--- src/rtl/coin_acceptor.sv ---
// Coin slot front end: per-sensor synchronise/debounce, accept/reject arbitration,
// coin FIFO and a paced emitter that drives single-cycle codes with an idle gap.

module coin_debounce #(
  parameter int DEB_CYCLES = 4
) (
  input  logic clk,
  input  logic reset_n,
  input  logic i_raw,
  output logic o_detect
);
  localparam int CW = $clog2(DEB_CYCLES + 1);

  logic [1:0]    r_sync;
  logic          r_armed;
  logic [CW-1:0] r_cnt;
  logic          w_s;

  assign w_s      = r_sync[1];
  // Counter tracks consecutive cycles at the level that would change the armed state:
  // high while armed (detect), low while disarmed (re-arm).
  assign o_detect = r_armed && (r_cnt == CW'(DEB_CYCLES));

  always_ff @(posedge clk or negedge reset_n) begin
    if (!reset_n) begin
      r_sync  <= '0;
      r_armed <= 1'b1;
      r_cnt   <= '0;
    end else begin
      r_sync <= {r_sync[0], i_raw};
      if (r_cnt == CW'(DEB_CYCLES)) begin
        // The current sample already counts toward the new target level.
        r_armed <= !r_armed;
        r_cnt   <= (w_s == !r_armed) ? CW'(1) : '0;
      end else if (w_s == r_armed) begin
        r_cnt <= r_cnt + CW'(1);
      end else begin
        r_cnt <= '0;
      end
    end
  end
endmodule

module coin_acceptor #(
  parameter int DEB_CYCLES = 4,
  parameter int MIN_GAP    = 2,
  parameter int FIFO_DEPTH = 4
) (
  input  logic                             clk,
  input  logic                             reset_n,
  input  logic                             sensor2,
  input  logic                             sensor3,
  input  logic                             sensor4,
  input  logic                             enable,
  output logic [1:0]                       moneda,
  output logic                             coin_reject,
  output logic                             fifo_full,
  output logic [$clog2(FIFO_DEPTH+1)-1:0]  pending
);
  localparam int NUM_SENS = 3;
  localparam int AW = $clog2(FIFO_DEPTH);
  localparam int PW = $clog2(FIFO_DEPTH + 1);
  localparam int GW = (MIN_GAP > 1) ? $clog2(MIN_GAP) : 1;

  localparam logic [1:0] ST_IDLE = 2'd0;
  localparam logic [1:0] ST_EMIT = 2'd1;
  localparam logic [1:0] ST_GAP  = 2'd2;

  logic [NUM_SENS-1:0] w_raw;
  logic [NUM_SENS-1:0] w_det;
  logic                w_any;
  logic                w_multi;
  logic                w_push;
  logic                w_pop;
  logic [1:0]          w_code;
  logic [PW-1:0]       w_pending_nxt;

  logic [1:0]          r_mem [FIFO_DEPTH];
  logic [AW-1:0]       r_wptr;
  logic [AW-1:0]       r_rptr;
  logic [1:0]          r_state;
  logic [GW-1:0]       r_gap;

  assign w_raw = {sensor4, sensor3, sensor2};

  coin_debounce #(.DEB_CYCLES(DEB_CYCLES)) u_deb [NUM_SENS-1:0] (
    .clk      (clk),
    .reset_n  (reset_n),
    .i_raw    (w_raw),
    .o_detect (w_det)
  );

  assign w_any   = |w_det;
  assign w_multi = (w_det[0] & w_det[1]) | (w_det[0] & w_det[2]) | (w_det[1] & w_det[2]);
  assign w_code  = w_det[2] ? 2'b11 : (w_det[1] ? 2'b10 : 2'b01);

  // Full is judged on the registered count, so a same-cycle pop does not free a slot.
  assign w_push        = w_any && !w_multi && enable && !fifo_full;
  assign w_pop         = (r_state == ST_IDLE) && (pending != '0);
  assign w_pending_nxt = pending + PW'(w_push) - PW'(w_pop);

  always_ff @(posedge clk) begin
    if (w_push) r_mem[r_wptr] <= w_code;
  end

  always_ff @(posedge clk or negedge reset_n) begin
    if (!reset_n) begin
      r_wptr      <= '0;
      r_rptr      <= '0;
      pending     <= '0;
      fifo_full   <= 1'b0;
      coin_reject <= 1'b0;
    end else begin
      if (w_push) r_wptr <= r_wptr + AW'(1);
      if (w_pop)  r_rptr <= r_rptr + AW'(1);
      pending     <= w_pending_nxt;
      fifo_full   <= (w_pending_nxt == PW'(FIFO_DEPTH));
      coin_reject <= w_any && !w_push;
    end
  end

  always_ff @(posedge clk or negedge reset_n) begin
    if (!reset_n) begin
      r_state <= ST_IDLE;
      r_gap   <= '0;
      moneda  <= 2'b00;
    end else begin
      case (r_state)
        ST_IDLE: begin
          moneda <= 2'b00;
          if (w_pop) begin
            moneda  <= r_mem[r_rptr];
            r_state <= ST_EMIT;
          end
        end
        ST_EMIT: begin
          moneda  <= 2'b00;
          r_gap   <= GW'(MIN_GAP - 1);
          r_state <= ST_GAP;
        end
        ST_GAP: begin
          moneda <= 2'b00;
          if (r_gap == '0) r_state <= ST_IDLE;
          else             r_gap   <= r_gap - GW'(1);
        end
        default: begin
          moneda  <= 2'b00;
          r_state <= ST_IDLE;
        end
      endcase
    end
  end
endmodule

--- config.mk ---
export PLATFORM = sky130hd
export DESIGN_NAME = coin_acceptor
export DESIGN_NICKNAME = d
export VERILOG_FILES = /design/src/rtl/coin_acceptor.sv
export SDC_FILE = /design/constraint.sdc
export NUM_CORES = 1
export LEC_CHECK = 0
export ABC_AREA = 1
export CAP_MARGIN = 25
export CORE_ASPECT_RATIO = 0.5
export CORE_UTILIZATION = 60
export CTS_BUF_LIST = sky130_fd_sc_hd__clkbuf_4 sky130_fd_sc_hd__clkbuf_8
export DETAILED_ROUTE_END_ITERATION = 7
export MAX_ROUTING_LAYER = met4
export PLACE_DENSITY = 0.84
export RECOVER_POWER = 50
export SETUP_SLACK_MARGIN = 0.15
export SLEW_MARGIN = 20
export SYNTH_ARGS = -nofsm -noshare
export SYNTH_HDL_FRONTEND = slang
export SYNTH_SLANG_ARGS = --single-unit
export TNS_END_PERCENT = 5
--- constraint.sdc ---
create_clock -name clk -period 7.2 [get_ports clk]
set_clock_uncertainty 0.05 [all_clocks]
set_input_delay 1.44 -clock clk [delete_from_list [all_inputs] [get_ports clk]]
set_output_delay 1.44 -clock clk [all_outputs]
set_load 0.05 [all_outputs]
==> results by group <==
Outcome
  – Status: finished with violations
  – Failing checks: capacitance limit, slew limit

Power and ir drop
  – IR drop worst, VDD: 0.254 mV
  – Pwr Density: 423 nW/µm²
  – P_int: 0.525 mW
  – Power share of the sequential group: 41.4%
  – P_leak: 0.999 nW
  – Power Total: 0.873 mW
  – Switch share: 39.8%
  – Switch Pwr: 0.348 mW
  – Clk pwr share: 16.8%
  – Logic pwr share: 41.8%

Floorplan
  – Chip Height: 40.9 µm
  – Io pins: 13
  – Full die area: 3260 µm²
  – Initial Util: 66.4%
  – Total core area: 2730 µm²
  – Die X: 79.8 µm
  – FP Rows: 13

Setup path
  – Worst Path Max Fanout: 7
  – Crit start category: input port
  – CP endpoint kind: flip-flop
  – CP max stage cell: fa_1
  – CP most frequent cell: ha_1
  – CP cell instances: clkdlybuf4s50_1, nand2_1, nor2_2, nand3_4, ha_1, inv_1, ha_1, fa_1, nor2_1, and2_1
  – Crit path required time: 7.33 ns
  – Max stage delay on crit path: 0.51 ns
  – Crit path kind: input port to flip-flop
  – WP data arrival: 3.54 ns

Yosys
  – Yosys cell types: 22
  – Post-Syn Nets: 193
  – Seq/Total Area, Yosys: 57.6%
  – Async set-reset flop share out of synthesis: 80.0%
  – Synth Instances: 171
  – Synthesis-stage register bit count: 40
  – Warnings, synthesis: 0
  – Syn Area/Cell: 10.6 µm²
  – Main flop type after synthesis: dfrtp_1
  – Post-synth EDFFs: 8
  – Mapped cell area: 1810 µm²

Job
  – Maxcap violations: 1

Global routing
  – Gr ovfl total: 0
  – Vias in the first global route: 1029
  – Met2 usage: 36.3%
  – First-pass GRT wire length: 4.33 mm
  – Met3 Usage GRT: 7.33%
  – All-Layer GR Usage: 20.2%
  – Grt peak-use layer: met2
  – GR Util met1: 21.5%
  – Initial antenna violation count: 0
  – Largest net degree at the start of global routing: 33

Finish
  – Most frequent cells in the layout: nor2_1, inv_1, dfrtp_1, nand2_1, ha_1
  – Layout cells sized above 1: 8.33%
  – Nets: 213
  – Commonest non-fill, non-tap cell in the layout: nor2_1
  – Synthesis-to-finish area growth: 13.9%
  – # diodes: 0
  – FILL cells: 181

Timing
  – Hold slack: 0.304 ns
  – Setup ws final: 3.79 ns
  – Max transition margin: -8.91%
  – RSZ-0062 raised after global routing: no
  – Fmax: 0.294 GHz
  – Minimum clock period: 3.41 ns
  – Final hold viol count: 0
  – Max-slew violations: 33
  – Final Cycle Share: 47.3%
  – Least-Margin Pin Slew: 1.63 ns
  – Sum Neg Setup Slack: 0 ns
  – Final setup vio count: 0

Clocking
  – Clk slew on worst S/H paths: 0.07 ns
  – CTS tree: yes
  – TritonCTS Buffers: 5
  – Clock tree buffer depth: 2
  – Post-CTS sizing: 0
  – Clock Latency Late Sink: 0.28 ns
  – H-tree Lvls: 2
  – Cts hold-fix bufs: 0
  – CTS sink cnt: 40
  – CTS root buf: clkbuf_8
  – Post-CTS setup buffers: 0

Drt
  – Via/cell ratio: 4.79
  – DRT antenna net count: 0
  – DR WL/cell: 11.2 µm
  – Overall routed net length: 2.57 mm
  – Initial DRC count: 47
  – Total number of vias: 1096
  – 1st-pass router iterations: 4
  – Number of remaining DRC errors: 0

Place
  – Place WS: 3.47 ns
  – Hpwl dp: 1.91 mm
  – Final GP Congestion: 0.793
  – Buffers on Ports: 12

Hold path
  – Worst Hold Class: flip-flop to flip-flop
## layout make-up
| class | instances | area (µm²) | share of cell area (%) |
|---|---|---|---|
| Inverter | 30 | 113 | 5.45 |
| Clock inverter | 1 | 5.00 | 0.242 |
| Sequential cell | 40 | 1040 | 50.6 |
| Timing Repair Buffer | 13 | 124 | 6.00 |
| Multi-Input combinational cell | 101 | 649 | 31.4 |
| Tap cell | 37 | 46.3 | 2.24 |
| Clock buffer | 7 | 83.8 | 4.06 |
## metal layers
layer,part of all wire (%),vias to the layer above,wire length (µm)
met1,46,511,1190
met3,4.2,5,109
met4,1.2,0,30
met2,48,12,1240
li1,-,568,-
met5,0,-,0
## power by group through the flow
stage	clock, mW	combinational [mW]	sequential [mW]
finish	0.147	0.365	0.361
floorplan	0	0.226	0.409
global route	0.161	0.419	0.371
detailed placement	0	0.370	0.367
CTS	0.152	0.375	0.362
global placement	0	0.348	0.364
## cells in the mapped netlist (3+ instances only)
cell / count / area [µm²]
nand3_2: 3 / 30.0
edfxtp_1: 8 / 240
xnor2_1: 9 / 78.8
nor2_1: 33 / 124
a21oi_1: 5 / 25.0
dfrtp_1: 29 / 726
dfstp_2: 3 / 78.8
inv_1: 30 / 113
ha_1: 15 / 188
nand2_1: 15 / 56.3
o21ai_0: 7 / 35.0
## critical path: cells and delay by family
kind	cells	cell delay, ns
adder cells (fa/ha/maj)	3	1.00
AND/OR/NAND/NOR	5	0.61
buffers and inverters	2	0.49
## final timing paths
check	startpoint	endpoint	slack (ns)	cells past startpoint
min in group asynchronous	reset_n	u_deb[0].r_cnt[2]	2.05	2
max reg2reg	u_deb[1].r_cnt[0]	fifo_full	4.63	12
min	u_deb[0].r_sync[0]	u_deb[0].r_sync[1]	0.30	0
max	enable	fifo_full	3.79	10
max in group asynchronous	reset_n	u_deb[2].r_cnt[0]	4.10	2
min reg2reg	u_deb[0].r_sync[0]	u_deb[0].r_sync[1]	0.30	0
## cells by family (layout without fill, tap and decap cells)
family	Yosys count	in the layout	synth area share (%)
AOI/OAI and AO/OA	14	14	4.00
DFF	40	40	57.6
xor gates and xnor gates	11	11	5.31
and+or+nand+nor	60	60	15.4
buffers and inverters	30	51	6.21
adders and majority gates	16	16	11.4
## flip-flops by register name, summed over array words and instances, names as in the netlist
register,flops
u_deb.r_cnt,9
r_mem,8
u_deb.r_sync,6
pending,3
u_deb.r_armed,3
moneda,2
r_rptr,2
r_state,2
r_wptr,2
coin_reject,1
fifo_full,1
r_gap,1
## per-stage QoR
stage / instances / util (%) / instance area (µm²)
2_1_floorplan: 171 / - / 1810
3_3_place_gp: 221 / 72.8 / 1990
3_5_place_dp: 221 / 72.8 / 1990
4_1_cts: 229 / 76.0 / 2080
5_1_grt: 229 / 75.6 / 2070
6_report: 229 / 75.6 / 2070
Power figures use the tool's default switching activity.
